## src/rtl/mod_reduce_issuer.sv

```systemverilog
// Issues one modular-reduction job at a time to an external reducer and queues
// the results in a small in-order FIFO, flagging timeouts and suspicious results.
module mod_reduce_issuer #(
    parameter int DATA_WIDTH     = 48,
    parameter int Q_WIDTH        = 23,
    parameter int FIFO_DEPTH     = 4,
    parameter int TIMEOUT_CYCLES = 64
) (
    input  logic                  clk,
    input  logic                  rst,
    input  logic                  in_valid,
    output logic                  in_ready,
    input  logic [DATA_WIDTH-1:0] in_data,
    input  logic [Q_WIDTH-1:0]    in_q,
    output logic                  red_start,
    output logic [DATA_WIDTH-1:0] red_data_in,
    output logic [Q_WIDTH-1:0]    red_q,
    input  logic                  red_done,
    input  logic [Q_WIDTH-1:0]    red_data_out,
    output logic                  out_valid,
    input  logic                  out_ready,
    output logic [Q_WIDTH-1:0]    out_data,
    output logic [2:0]            err
);

    localparam int PTR_W = $clog2(FIFO_DEPTH);
    localparam int CNT_W = PTR_W + 1;
    localparam int TMO_W = $clog2(TIMEOUT_CYCLES) + 1;

    typedef enum logic [1:0] {
        ST_IDLE  = 2'd0,
        ST_ISSUE = 2'd1,
        ST_WAIT  = 2'd2
    } state_t;

    state_t                  state_r;
    logic [TMO_W-1:0]        wait_cnt_r;
    logic                    red_start_r;
    logic [DATA_WIDTH-1:0]   red_data_in_r;
    logic [Q_WIDTH-1:0]      red_q_r;
    logic [2:0]              err_r;
    logic [Q_WIDTH-1:0]      fifo_mem_r [FIFO_DEPTH];
    logic [PTR_W-1:0]        wr_ptr_r;
    logic [PTR_W-1:0]        rd_ptr_r;
    logic [CNT_W-1:0]        count_r;

    logic                    fifo_full_s;
    logic                    accept_s;
    logic                    push_s;
    logic                    pop_s;

    // Only one job is ever in flight, so checking room at acceptance guarantees push space.
    assign fifo_full_s = (count_r == CNT_W'(FIFO_DEPTH));
    assign in_ready    = (state_r == ST_IDLE) && !fifo_full_s;
    assign accept_s    = in_valid && in_ready;
    assign push_s      = (state_r == ST_WAIT) && red_done;
    assign out_valid   = (count_r != {CNT_W{1'b0}});
    assign pop_s       = out_valid && out_ready;
    assign out_data    = fifo_mem_r[rd_ptr_r];

    assign red_start   = red_start_r;
    assign red_data_in = red_data_in_r;
    assign red_q       = red_q_r;
    assign err         = err_r;

    // Control FSM: operand latch, start pulse, WAIT timeout and sticky error flags.
    always_ff @(posedge clk or posedge rst) begin
        if (rst) begin
            state_r       <= ST_IDLE;
            wait_cnt_r    <= {TMO_W{1'b0}};
            red_start_r   <= 1'b0;
            red_data_in_r <= {DATA_WIDTH{1'b0}};
            red_q_r       <= {Q_WIDTH{1'b0}};
            err_r         <= 3'b000;
        end else begin
            case (state_r)
                ST_IDLE: begin
                    if (accept_s) begin
                        red_data_in_r <= in_data;
                        red_q_r       <= in_q;
                        if (in_q == {Q_WIDTH{1'b0}}) begin
                            err_r[2] <= 1'b1;
                        end else begin
                            red_start_r <= 1'b1;
                            state_r     <= ST_ISSUE;
                        end
                    end
                end
                ST_ISSUE: begin
                    red_start_r <= 1'b0;
                    wait_cnt_r  <= {TMO_W{1'b0}};
                    state_r     <= ST_WAIT;
                end
                ST_WAIT: begin
                    if (red_done) begin
                        if (red_data_out >= red_q_r) begin
                            err_r[1] <= 1'b1;
                        end
                        state_r <= ST_IDLE;
                    end else if (wait_cnt_r == TMO_W'(TIMEOUT_CYCLES - 1)) begin
                        err_r[0] <= 1'b1;
                        state_r  <= ST_IDLE;
                    end else begin
                        wait_cnt_r <= wait_cnt_r + TMO_W'(1);
                    end
                end
                default: begin
                    red_start_r <= 1'b0;
                    state_r     <= ST_IDLE;
                end
            endcase
        end
    end

    // Result FIFO storage and pointers; pointers wrap naturally at a power-of-two depth.
    always_ff @(posedge clk or posedge rst) begin
        if (rst) begin
            for (int i = 0; i < FIFO_DEPTH; i++) begin
                fifo_mem_r[i] <= {Q_WIDTH{1'b0}};
            end
            wr_ptr_r <= {PTR_W{1'b0}};
            rd_ptr_r <= {PTR_W{1'b0}};
        end else begin
            if (push_s) begin
                fifo_mem_r[wr_ptr_r] <= red_data_out;
                wr_ptr_r             <= wr_ptr_r + PTR_W'(1);
            end
            if (pop_s) begin
                rd_ptr_r <= rd_ptr_r + PTR_W'(1);
            end
        end
    end

    // Occupancy count; simultaneous push and pop leave it unchanged.
    always_ff @(posedge clk or posedge rst) begin
        if (rst) begin
            count_r <= {CNT_W{1'b0}};
        end else begin
            case ({push_s, pop_s})
                2'b10:   count_r <= count_r + CNT_W'(1);
                2'b01:   count_r <= count_r - CNT_W'(1);
                default: count_r <= count_r;
            endcase
        end
    end

endmodule

```

## config.mk

```make
export PLATFORM = sky130hd
export DESIGN_NAME = mod_reduce_issuer
export DESIGN_NICKNAME = d
export VERILOG_FILES = /design/src/rtl/mod_reduce_issuer.sv
export SDC_FILE = /design/constraint.sdc
export NUM_CORES = 1
export LEC_CHECK = 0
export CAP_MARGIN = 10
export CORE_MARGIN = 8
export CORE_UTILIZATION = 35
export CTS_CLUSTER_SIZE = 28
export DETAILED_ROUTE_END_ITERATION = 16
export GPL_TIMING_DRIVEN = 0
export PLACE_DENSITY = 0.59
export SYNTH_ARGS = -nofsm -noshare
export SYNTH_HDL_FRONTEND = slang
export SYNTH_SLANG_ARGS = --single-unit
export TNS_END_PERCENT = 1
```

## constraint.sdc

```tcl
create_clock -name clk -period 5.8 [get_ports clk]
set_input_delay 0.58 -clock clk [delete_from_list [all_inputs] [get_ports clk]]
set_output_delay 0.58 -clock clk [all_outputs]
set_load 0.1 [all_outputs]
```

**Word-level counts from Yosys, hierarchy flattened**

Index checks and enable logic that the tools add are counted.
Widths: inputs -> output; s select.

- Register bits after elaboration: 183
- Input bits: 99
- Logic and storage cells: 75

- $add $sub $neg: 5
- $lt $le $gt $ge: 4
- Eq/ne operators: 11
- Multiplexer cells: 18
- Bitwise gates (word level): 4
- Reductions and logical operators: 18

Operator list:

| operator | number |
|---|---|
| $bwmux 92 | 1 |
| $mux 23 | 3 |
| $bmux 23 s2 | 1 |
| $demux 23 s2 | 1 |
| $ge 23x23->1 | 1 |
| $logic_not 23->1 | 1 |
| $reduce_and 3->1 | 6 |
| $mux 7 | 2 |
| $pmux 7 s2 | 1 |
| $mux 2 | 4 |
| $ne 2x2->1 const B | 4 |
| $add 7x1->7 const B | 1 |
| $eq 7x6->1 const B | 1 |
| $ge 3x3->1 const B | 2 |
| $not 2->3 | 2 |
| $pmux 2 s3 | 1 |
| $pmux 3 s2 | 1 |
| $logic_and 1x1->1 | 5 |
| $add 2x1->2 const B | 2 |
| $eq 2x1->1 const B | 2 |
| $eq 2x2->1 const B | 2 |
| $reduce_bool 2->1 | 2 |
| $add 3x1->3 const B | 1 |
| $eq 3x3->1 const B | 1 |
| other kinds (10) | 12 |

**Longest topological paths before layout**

- Word-level depth: 6
- Gate-level depth with buffers: 9
- Depth with buffers taken out: 8

**Worst setup path after synthesis**

No wires, ideal clock.

- Path kind: register to register
- From: register count_r[2]
- To: register count_r[2]
- Setup time: 0.079 ns
- Data arrival time: 2.382 ns
- Slack: 3.339 ns
- Cell stages (with the launch flop): 9
- Buffers on the path: 0
- Cell sequence: dfrtp_1 or3_1 and2_1 ha_1 inv_1 fa_1 xor2_1 nor2_1 xor2_1

- Word-level cells in the longest chain between the ends: 4
- Elaborated cells on any way between the ends: 8
- Classes of those cells: 2 x add/sub; 2 x eq/ne; 1 x mux; 3 x reduce/logical

Ends and longest elaborated chain:

| item | RTL line | RTL |
|---|---|---|
| start, declared | 45 | `logic [CNT_W-1:0] count_r;` |
| start signal, assigned | 137 | `count_r <= {CNT_W{1'b0}};` |
| start signal, assigned | 140 | `2'b10: count_r <= count_r + CNT_W'(1);` |
| start signal, assigned | 141 | `2'b01: count_r <= count_r - CNT_W'(1);` |
| $reduce_bool 3->1 (*) | 57 | `assign out_valid = (count_r != {CNT_W{1'b0}});` |
| named net out_valid | 20 | `output logic out_valid,` |
| $logic_and 1x1->1 (*) | 58 | `assign pop_s = out_valid && out_ready;` |
| named net pop_s | 50 | `logic pop_s;` |
| $eq 2x1->1 or $eq 2x2->1 (tied branches) | 139 | `case ({push_s, pop_s})` |
| $pmux 3 s2 or $reduce_bool 2->1 (tied branches) | n/a |  |

The timed path passes the listed nets; every way through them passes the cells marked *.
A chain may end at the register's enable or synchronous reset.

**Final worst setup path**

- From: register rd_ptr_r[1]
- To: output port out_data[19]

- Word-level cells in the longest chain between the ends: 4

Ends and longest elaborated chain:

| item | RTL line | RTL |
|---|---|---|
| start, declared | 44 | `logic [PTR_W-1:0] rd_ptr_r;` |
| start signal, assigned | 122 | `rd_ptr_r <= {PTR_W{1'b0}};` |
| start signal, assigned | 129 | `rd_ptr_r <= rd_ptr_r + PTR_W'(1);` |
| $not 2->3 (not written as such) | 59 | `assign out_data = fifo_mem_r[rd_ptr_r];` |
| $bmux 23 s2 | 59 |  |
| $mux 23 (not written as such) (2 in series) | 59 |  |
| end, declared | 22 | `output logic [Q_WIDTH-1:0] out_data,` |

Every way passes these cells. The select of a mux whose other input is x is not followed.

==> qor.csv <==
stage,metric,value,unit
logic_synthesis,synth_nets,683,
die,rows,56,
logic_synthesis,synth_top_area_share,55.8,%
cts,htreeDepth,4,
cts,cts_tree,built,
critical_path,r2r_end,count_r[2],
logic_synthesis,synth_top_family_by_area,multiplexers,
sta,max_freq,260,MHz
grt,grt_use_total,15.5,%
sta,hold-worst-slack,0.463,ns
sta,finalHoldViolations,0,
die,dieArea,28600,sq um
hold_path,worstHoldStart,err[0],
logic_synthesis,syn_area_per_cell,14.8,sq um
layout,multi_input_area,3330,sq um
critical_path,arrival,3.26,ns
logic_synthesis,syn_area,8200,sq um
hold_path,whs_endpoint,err[0],
grt,grt_max_degree,111,
placed_design,post-dp-hpwl,15900,microns
grt,met2_usage,26.2,%
cts,clockBufferDepth,2,
cts,post-cts-setup-buffer-count,0,
logic_synthesis,synthXorXnorAreaFrac,0.961,%
logic_synthesis,syn_inst,554,
critical_path,worstRegToRegCells,9,
sta,max_slew.worst_pin.slew,1.03,ns
placed_design,port_buffers,198,
die,coreArea,23300,sq um
critical_path,critical-path-top-delay-family,buffers and inverters,
critical_path,path_class,reg2out,
critical_path,path_max_fanout,10,
logic_synthesis,ys_warn_count,0,
grt,grtUsageMet1,18.9,%
sta,min_period_over_period,66.3,%
drt,ant_nets,0,
sta,min_period,3.84,ns
logic_synthesis,synthSimpleGateAreaFrac,4.01,%
critical_path,worst-endpoint-required,5.22,ns
grt,met3_usage,4.98,%
run,drv_cap,0,
placed_design,gp_congestion,0.761,
critical_path,endpoint_kind,output pin,
cts,cts-resized-gates,0,
critical_path,max_stage_delay,1.18,ns
logic_synthesis,async_flop_share,100,%
die,initial_utilization,35.3,%
drt,routed_wirelength,21500,microns
logic_synthesis,synth_ff_type,dfrtp_1,
logic_synthesis,synth_area_leaders,"dfrtp_1, mux2_2, mux4_2",
drt,vias_per_cell,4.79,
cts,cts_root_buffer,clkbuf_16,
grt,top_usage_layer,met2,
logic_synthesis,yosysSeqAreaShare,55.8,%
critical_path,cp_cell_sequence,clkbuf_1 -> clkbuf_1 -> mux4_2 -> clkdlybuf4s50_1,
layout,fin_util,48.0,%
logic_synthesis,synthMuxAreaShare,28.3,%
grt,grt_pass1_wl,34100,microns
critical_path,reg2reg_from,state_r[0],
drt,routedWlPerCell,19.5,microns
sta,timing.final.max_slew_violations,0,
hold_path,hp-class,reg2reg,
cts,cts.sinks,183,
logic_synthesis,synth-edff-count,0,
logic_synthesis,synth_compound_area_share,2.73,%
layout,final_layout_size_suffix_gt1_share,30.8,%
critical_path,r2r_slack,3.69,ns
layout,syn_to_final_growth,36.2,%
drt,dr.first_iter.drc_count,180,
cts,insertion_delay,0.42,ns
cts,hold_buffers,0,
run_status,status,completed,
sta,finClkSkew,0.00817,ns
logic_synthesis,ys_types,41,
cts,cts_buffers,17,
die,ioPinCount,199,
grt,grt_pass1_vias,6031,
critical_path,start_kind,flip-flop,
critical_path,slowest_stage,clkdlybuf4s50_1,
die,die_h,169,microns
sta,timing.slew.headroom,30.8,%
sta,setup_violations,0,
layout,fillers,2051,
layout,register_area,4580,sq um
die,die_x,169,microns
drt,vias,5277,
critical_path,worst_path_most_repeated_cell,clkbuf_1,
critical_path,path_buf_inv,3,
cts,clk_pin_slew,0.07,ns
layout,n_antenna_cell,0,
sta,rsz0062_at_grt,no,
hold_path,min_delay_path_depth,1,
logic_synthesis,synth_fa_ha_area_share,4.67,%
grt,antenna_found_initial,2,
logic_synthesis,yosysTopAreaCell,dfrtp_1,
sta,tns,0,ns
grt,grt_overflow,0,
logic_synthesis,synth-seq-cells,183,
drt,drc_errors,0,
drt,first_pass_iters,4,
layout,fin_nets,901,
-- layout make-up --
type,instances,share of cell area [%]
timing repair buffer,199,18.0
multi-input combinational,318,29.8
clock buffer,19,4.06
sequential,183,41.0
tap,319,3.57
clock inverter,11,0.885
buffer,22,1.55
inverter,31,1.11
-- cell usage in the layout (no fill, tap or decap), types with 4 or more instances in the layout --
master,n
clkdlybuf4s50_1,198
dfrtp_1,183
mux2_2,159
inv_1,30
ha_1,29
mux4_2,23
nand2_1,20
clkbuf_16,17
o21ai_0,12
nor2_1,10
buf_4,9
a21oi_1,9
buf_6,7
nand3_1,6
xor2_1,6
nor4_1,5
nand4_1,4
nand2_2,4
clkinv_2,4
-- kinds of logic after synthesis --
kind of cell	Yosys count
AOI/OAI and AO/OA	34
xor gates and xnor gates	9
adders and majority gates	30
buffers and inverters	53
DFF	183
muxes	183
and+or+nand+nor	62
-- worst max path at each step --
stage | endpoint | from | depth (start not counted) | slack [ns]
after floorplan | count_r[0] | rst | 1 | 0.25
after global placement | fifo_mem_r[78] | rst | 2 | -2.04
after detailed placement | out_data[19] | rd_ptr_r[1] | 4 | 2.39
after CTS | out_data[19] | rd_ptr_r[1] | 4 | 1.91
after global routing | out_data[19] | rd_ptr_r[1] | 4 | 1.82
final | out_data[19] | rd_ptr_r[1] | 4 | 1.96
-- through the flow --
stage          setup slack, ns  area (sq um)  instances
2_1_floorplan            0.248          8200        554
3_3_place_gp             -2.04         10600       1071
3_5_place_dp              2.39         10600       1072
4_1_cts                   1.91         11200       1102
5_1_grt                   1.82         11200       1102
6_report                  1.96         11200       1102
-- cell usage after synthesis, types with 2 or more instances --
cell type / n
nand2b_1: 2
a21oi_1: 9
buf_2: 3
xor2_1: 6
mux2_2: 159
nor4_1: 5
buf_6: 7
ha_1: 29
nand3_1: 6
nor3_1: 2
or3_1: 2
and4_1: 2
buf_4: 9
dfrtp_1: 183
o21ai_0: 12
mux4_2: 23
nand2_2: 4
nand4_1: 4
nor2_1: 10
a21o_1: 2
inv_1: 31
a31oi_1: 2
clkbuf_1: 3
xnor2_1: 3
nand2_1: 20
-- layer usage --
| layer | routed length [microns] | part of all wire (%) |
|---|---|---|
| met2 | 10900 | 50 |
| met5 | 27 | 0.13 |
| met1 | 9100 | 42 |
| met4 | 188 | 0.87 |
| met3 | 1360 | 6.3 |
-- registers in the layout (all words and copies together), names as in the netlist --
signal       cells
state_r          2
red_start        1
err              3
fifo_mem_r      92
count_r          3
red_data_in     48
wr_ptr_r         2
rd_ptr_r         2
red_q           23
wait_cnt_r       7
Power is left out: the tool's default activity adds up to more than one toggle a clock period on the data nets, which glitch-free logic cannot reach.
